`src/rtl/ysyx_22040895_pcgen.sv`:
```
// Program-counter generator for the ysyx_22040895 front end.
// Presents fetch addresses to the IFU over a valid/ready handshake.
// Accepts trap and branch redirects, with traps taking priority over branches.
// Each applied redirect bumps an epoch tag and raises a one-cycle flush pulse.
// halt_i (ebreak) freezes fetch until the next reset.
module ysyx_22040895_pcgen #(
  parameter int                 XLEN       = 64,
  parameter logic [XLEN-1:0]    RESET_PC   = XLEN'(64'h0000000080000000),
  parameter int                 INST_BYTES = 4,
  parameter int                 EPOCH_W    = 2
) (
  input  logic                clk,
  input  logic                rst,
  input  logic                br_valid_i,
  input  logic [XLEN-1:0]     br_pc_i,
  input  logic                trap_valid_i,
  input  logic [XLEN-1:0]     trap_pc_i,
  input  logic                halt_i,
  input  logic                fetch_ready_i,
  output logic                fetch_valid_o,
  output logic [XLEN-1:0]     fetch_pc_o,
  output logic [EPOCH_W-1:0]  fetch_epoch_o,
  output logic                misalign_o,
  output logic                flush_o,
  output logic                halted_o
);

  // Number of low pc bits that must be zero for an aligned fetch.
  // INST_BYTES is at least 2, so this is always at least 1.
  localparam int OFF_W = $clog2(INST_BYTES);

  typedef enum logic [1:0] {
    S_BOOT = 2'd0,
    S_RUN  = 2'd1,
    S_HALT = 2'd2
  } state_e;

  state_e             state_q, state_d;
  logic [XLEN-1:0]    pc_q, pc_d;
  logic [EPOCH_W-1:0] epoch_q, epoch_d;
  logic               flush_q, flush_d;

  logic               redir_valid;
  logic [XLEN-1:0]    redir_pc;
  logic               handshake;
  logic [XLEN-1:0]    pc_seq;

  // Pick the winning redirect target: a trap overrides a branch in the same cycle.
  always_comb begin
    redir_valid = 1'b0;
    redir_pc    = pc_q;
    if (trap_valid_i) begin
      redir_valid = 1'b1;
      redir_pc    = trap_pc_i;
    end else if (br_valid_i) begin
      redir_valid = 1'b1;
      redir_pc    = br_pc_i;
    end
  end

  // An address is consumed only while presented as valid, i.e. in RUN.
  assign handshake = (state_q == S_RUN) && fetch_ready_i;
  // Sequential increment wraps naturally modulo 2^XLEN.
  assign pc_seq    = pc_q + XLEN'(INST_BYTES);

  // Next-state and next-pc selection.
  // Priority in RUN is halt, then redirect, then handshake, then hold.
  always_comb begin
    state_d = state_q;
    pc_d    = pc_q;
    epoch_d = epoch_q;
    flush_d = 1'b0;
    unique case (state_q)
      S_BOOT: begin
        // Redirects arriving while booting are dropped on purpose.
        state_d = S_RUN;
      end
      S_RUN: begin
        if (halt_i) begin
          // Freeze on the current pc; a concurrent redirect is not applied.
          state_d = S_HALT;
        end else if (redir_valid) begin
          // Applied even without ready; a same-cycle handshake still counts,
          // but the next address is the target, not pc+INST_BYTES.
          pc_d    = redir_pc;
          epoch_d = epoch_q + EPOCH_W'(1);
          flush_d = 1'b1;
        end else if (handshake) begin
          pc_d = pc_seq;
        end
      end
      S_HALT: begin
        // Only reset leaves HALT; everything else is ignored.
        state_d = S_HALT;
      end
      default: begin
        state_d = S_BOOT;
      end
    endcase
  end

  // State registers with synchronous reset overriding any pending request.
  always_ff @(posedge clk) begin
    if (rst) begin
      state_q <= S_BOOT;
      pc_q    <= RESET_PC;
      epoch_q <= '0;
      flush_q <= 1'b0;
    end else begin
      state_q <= state_d;
      pc_q    <= pc_d;
      epoch_q <= epoch_d;
      flush_q <= flush_d;
    end
  end

  // All outputs come from registers only; there is no input-to-output path.
  assign fetch_valid_o = (state_q == S_RUN);
  assign halted_o      = (state_q == S_HALT);
  assign fetch_pc_o    = pc_q;
  assign fetch_epoch_o = epoch_q;
  assign flush_o       = flush_q;
  assign misalign_o    = fetch_valid_o && (pc_q[OFF_W-1:0] != '0);

endmodule

```
`config.mk`:
```
export PLATFORM = sky130hd
export DESIGN_NAME = ysyx_22040895_pcgen
export DESIGN_NICKNAME = d
export VERILOG_FILES = /design/src/rtl/ysyx_22040895_pcgen.sv
export SDC_FILE = /design/constraint.sdc
export NUM_CORES = 1
export LEC_CHECK = 0
export ABC_AREA = 0
export CAP_MARGIN = 10
export CORE_ASPECT_RATIO = 0.9
export CORE_MARGIN = 8
export CORE_UTILIZATION = 47
export CTS_CLUSTER_DIAMETER = 50
export DETAILED_ROUTE_END_ITERATION = 16
export PLACE_DENSITY = 0.87
export SLEW_MARGIN = 40
export SYNTH_ARGS = -nofsm -noshare
export SYNTH_HDL_FRONTEND = slang
export SYNTH_SLANG_ARGS = --single-unit
```
`constraint.sdc`:
```
create_clock -name clk -period 6.2 [get_ports clk]
set_input_delay 1.55 -clock clk [delete_from_list [all_inputs] [get_ports clk]]
set_output_delay 1.55 -clock clk [all_outputs]
set_load 0.02 [all_outputs]
```
# After elaboration in Yosys (flattened, before gate mapping)
# Cells that the tools add are included.
# totals
out_inout_bits,70
n_memories,0
input_bits,134
word_cells,29
mem_bits_ro,0
reg_bits,69
ram_bits,0
latch_bits,0
# classes
n_lt_le_gt_ge,0
multipliers,0
shifts,0
muxes,9
n_eq_ne,4
div,0
reduce_logical,8
n_addsub,2
bitwise,2
# ops
operator,count
2-to-1 mux 64 bit,4
adder 64 x 3 -> 64 bit (second input constant),1
case mux 2 bit (3 select lines),1
AND reduction 4 bit,1
nonzero test 2 bit,2
2-to-1 mux 1 bit,3
!= test 3 bit (second input constant),1
AND reduction 3 bit,1
OR reduction 3 bit,1
adder 2 x 1 -> 2 bit (second input constant),1
== test 2 x 1 -> 1 bit (second input constant),1
== test 2 bit (second input constant),1
logical AND 1 bit,2
zero test 2 bit,1
2-to-1 mux 2 bit,1
!= test 2 bit (second input constant),1
inverter 1 bit,2

# Logic depth before layout (Yosys ltp)
# depth
ltp_word,4
mapped_depth,10
depth_no_buf,8

# Worst setup path before layout
# OpenSTA, ideal clock, no wires.
# synth_path
kind,input-to-reg
from,input br_valid_i
to,"register pc_q[62], in the netlist fetch_pc_o[62]"
setup_ps,120
stages,8
arrival_time_ps,3128
n_path_buf,3
required_ps,6080
path_slack_ps,2951
cell_sequence,or2_2 clkbuf_1 o21ai_0 clkbuf_1 buf_2 nor3_1 a311oi_1 nand2_1
# synth_between
elab_chain_len,4
elab_cells_between_ends,6
classes_between,eq/ne (1); mux (3); reduce/logical (2)
# synth_lines
item,line,rtl
"start, declared",14,"input logic br_valid_i,"
2-to-1 mux 1 bit,55,end else if (br_valid_i) begin
2-to-1 mux 1 bit,52,if (trap_valid_i) begin
!= test 3 bit (no line) or nonzero test 2 bit (tied branches),n/a,
AND reduction 4 bit (no line),n/a,
"end signal, assigned",111,pc_q <= pc_d;
"end, declared",39,"logic [XLEN-1:0] pc_q, pc_d;"
# Several ways; a longest one is shown, not always the timed one.
# A chain may end at the register's enable or synchronous reset.

# Worst setup path in the final report
# layout_path
from,input halt_i
to,"register pc_q[49], in the netlist fetch_pc_o[49]"
# layout_between
elab_chain_len,2
# layout_lines
item,line,rtl
"start, declared",18,"input logic halt_i,"
inverter 1 bit (no line),n/a,
AND reduction 4 bit (no line),n/a,
# Every way passes these cells.

==> flow_metrics.tcl <==
set metrics [dict create \
    drive_above_1_share_pct 5.31 \
    crit_required_ns 6.46 \
    utilization_pct 71.7 \
    die_y_um 113 \
    r2r_end "fetch_pc_o[43]$_SDFFE_PP0P_" \
    holdPathStages 2 \
    grt_overflow 0 \
    syn_nets 829 \
    grt_setup_unrepaired "no" \
    fin_tns_setup_ns 0 \
    clock_latency_ns 0.34 \
    ys_warn_count 0 \
    synthesis.area_sq_um 4960 \
    finalHoldViolations 0 \
    worst_pin_slew_ns 0.943 \
    cts.clk_slew.worst_paths_ns 0.06 \
    root_buffer "clkbuf_16" \
    n_antenna_cell 0 \
    fmax_mhz 255 \
    p_per_area_nw_per_um2 232 \
    arrival_ns 4.19 \
    synth_top_flop_cell "dfxtp_1" \
    first_global_vias 6261 \
    clock_skew_ns 0.00510 \
    cts.repair.resized 0 \
    grt_pass1_wl_mm 34.0 \
    hold_buffers 0 \
    setup.worst_path.end_class "register" \
    finalWeightedCongestion 0.947 \
    cp_max_fo 29 \
    power.leakage_nw 2.37 \
    min_period_ns 3.92 \
    start_util_pct 48.4 \
    cts.sinks 69 \
    synth-seq-cells 69 \
    worst-setup-path-type "input port to register" \
    ys_seq_area_share_pct 27.9 \
    setup_viol 0 \
    postCtsSetupBuffers 0 \
    routed_wl_mm 21.5 \
    final_cells 996 \
    grt_use_total_pct 29.1 \
    synth_edf_count 0 \
    dp_hpwl_mm 15.8 \
    worstReg2RegStart "fetch_pc_o[4]$_SDFFE_PP0P_" \
    drt-pass1-iter-count 5 \
    hp-class "register to register" \
    slew_headroom_pct 36.7 \
    ctsHtreeMaxLevel 3 \
    cts_buffers 9 \
    cap_violations 0 \
    syn_to_final_growth_pct 48.2 \
    clk_path_buf_depth 2 \
    reg2reg_slack_ns 3.10 \
    ir_drop_mv 0.180 \
    fin_crit_sh_pct 63.3 \
    synth.avg_cell_area_sq_um 7.17 \
    remaining_drc_errors 0 \
    ant_nets 0 \
    port_buffers 203 \
    mostFrequentLayoutCells "clkdlybuf4s50_1, dfxtp_1, o21ai_0" \
    status "finished clean" \
    placed_area_sq_um 7040 \
    dieArea_sq_um 14100 \
    cts_tree "yes" \
    drt_iter0_markers 1024 \
    worstHoldStart "fetch_epoch_o[1]$_SDFFE_PP0P_" \
    coreArea_sq_um 10200 \
    grt_max_degree 76 \
    num_vias 6643 \
    critPathLaunchType "input port" \
    layout.nets 1000 \
    min_to "fetch_epoch_o[1]$_SDFFE_PP0P_" \
    synth.distinct_cells 59 \
    wl_per_cell_um 21.6 \
    io_pins 204 \
    layout_commonest_cell "clkdlybuf4s50_1" \
    die_w_um 124 \
    async_flop_share_pct 0 \
    fin_area_sq_um 7350 \
    vias_per_cell 6.67 \
    dp_cells 980 \
    antenna_found_initial 0 \
    final_max_slew_viol_count 0 \
    rr_worst_depth 6 \
    synthCells 691 \
    fp-row-count 35 \
]
## sequential cells by signal (all words and copies together), names as in the netlist
name           flops
fetch_epoch_o      2
fetch_pc_o        64
flush_o            1
state_q            2
## cells by family after synthesis
group	after synthesis	share of synthesized area, %
buffers and inverters	68	5.38
muxes	8	1.64
AOI/OAI and AO/OA	267	35.3
DFF	69	27.9
adders and majority gates	4	1.01
xor gates and xnor gates	3	0.530
and+or+nand+nor	272	28.3
## layout make-up
class / instances / area (sq um)
Sequential cell: 69 / 1380
Fill cell: 892 / 2900
Clock buffer: 9 / 225
Timing Repair Buffer: 214 / 2110
Clock inverter: 7 / 66.3
Tap cell: 129 / 161
Multi-Input combinational cell: 554 / 3350
Inverter: 14 / 52.6
## per-stage QoR
step	power (W)	hold WS, ns	setup WS [ns]
2_1_floorplan	0.000885	0.490	2.95
3_3_place_gp	0.00116	0.492	2.07
3_5_place_dp	0.00118	0.504	2.03
4_1_cts	0.00170	0.536	2.34
5_1_grt	0.00177	0.575	2.13
6_report	0.00170	0.536	2.28
## report_power, final
part           leakage (nW)  internal [W]  switching (W)
Combinational          1.67      0.000280       0.000306
Sequential            0.560      0.000502      0.0000960
Clock                 0.145      0.000309       0.000209
## worst max path at each step
stage	end	cells after the start	from	slack (ns)
floorplan	fetch_pc_o[62]$_SDFFE_PP0P_	8	br_valid_i	2.95
global placement	fetch_pc_o[38]$_SDFFE_PP0P_	8	br_valid_i	2.07
detailed placement	fetch_pc_o[49]$_SDFFE_PP0P_	7	halt_i	2.03
CTS	fetch_pc_o[49]$_SDFFE_PP0P_	7	halt_i	2.34
global route	fetch_pc_o[49]$_SDFFE_PP0P_	7	halt_i	2.13
finish	fetch_pc_o[49]$_SDFFE_PP0P_	7	halt_i	2.28
## per-layer routing
metal / vias up / share of wire (%) / GRT usage [%] / routed length [um]
met1: 3107 / 41 / 37.3 / 8780
met4: 0 / 2.4 / 10.0 / 517
li1: 3032 / - / - / -
met5: - / 0 / 0 / 0
met3: 47 / 12 / 8.95 / 2540
met2: 457 / 45 / 45.4 / 9700
## cells in the mapped netlist (4+ instances only)
master | n | area (sq um)
a31oi_1 | 18 | 113
a221oi_1 | 8 | 70.1
o21ai_0 | 69 | 345
o31ai_1 | 7 | 52.6
o21a_1 | 8 | 60.1
clkbuf_1 | 47 | 176
nor4_1 | 15 | 93.8
a22oi_1 | 33 | 248
nor2_1 | 53 | 199
a32o_1 | 5 | 50.1
mux2i_1 | 7 | 70.1
a21oi_1 | 58 | 290
dfxtp_1 | 69 | 1380
or3_1 | 9 | 56.3
a41oi_1 | 4 | 35.0
and4_1 | 7 | 61.3
and3_1 | 7 | 43.8
nor3_1 | 34 | 170
o41ai_1 | 4 | 35.0
o22ai_1 | 5 | 31.3
nand3_1 | 35 | 175
nand2_1 | 59 | 221
nand4_1 | 26 | 163
o211ai_1 | 8 | 60.1
a221o_1 | 9 | 90.1
or2_2 | 4 | 25.0
ha_1 | 4 | 50.1
a22o_1 | 9 | 78.8
inv_1 | 14 | 52.6
## worst max-delay path, cell delays in order
cell and delay [ns]:
clkdlybuf4s50_1 0.43, nor2b_1 0.52, o21a_2 0.70, nand2_1 0.42
nor4_1 0.36, a31oi_1 0.12, o21ai_0 0.08
Power figures use the tool's default switching activity.
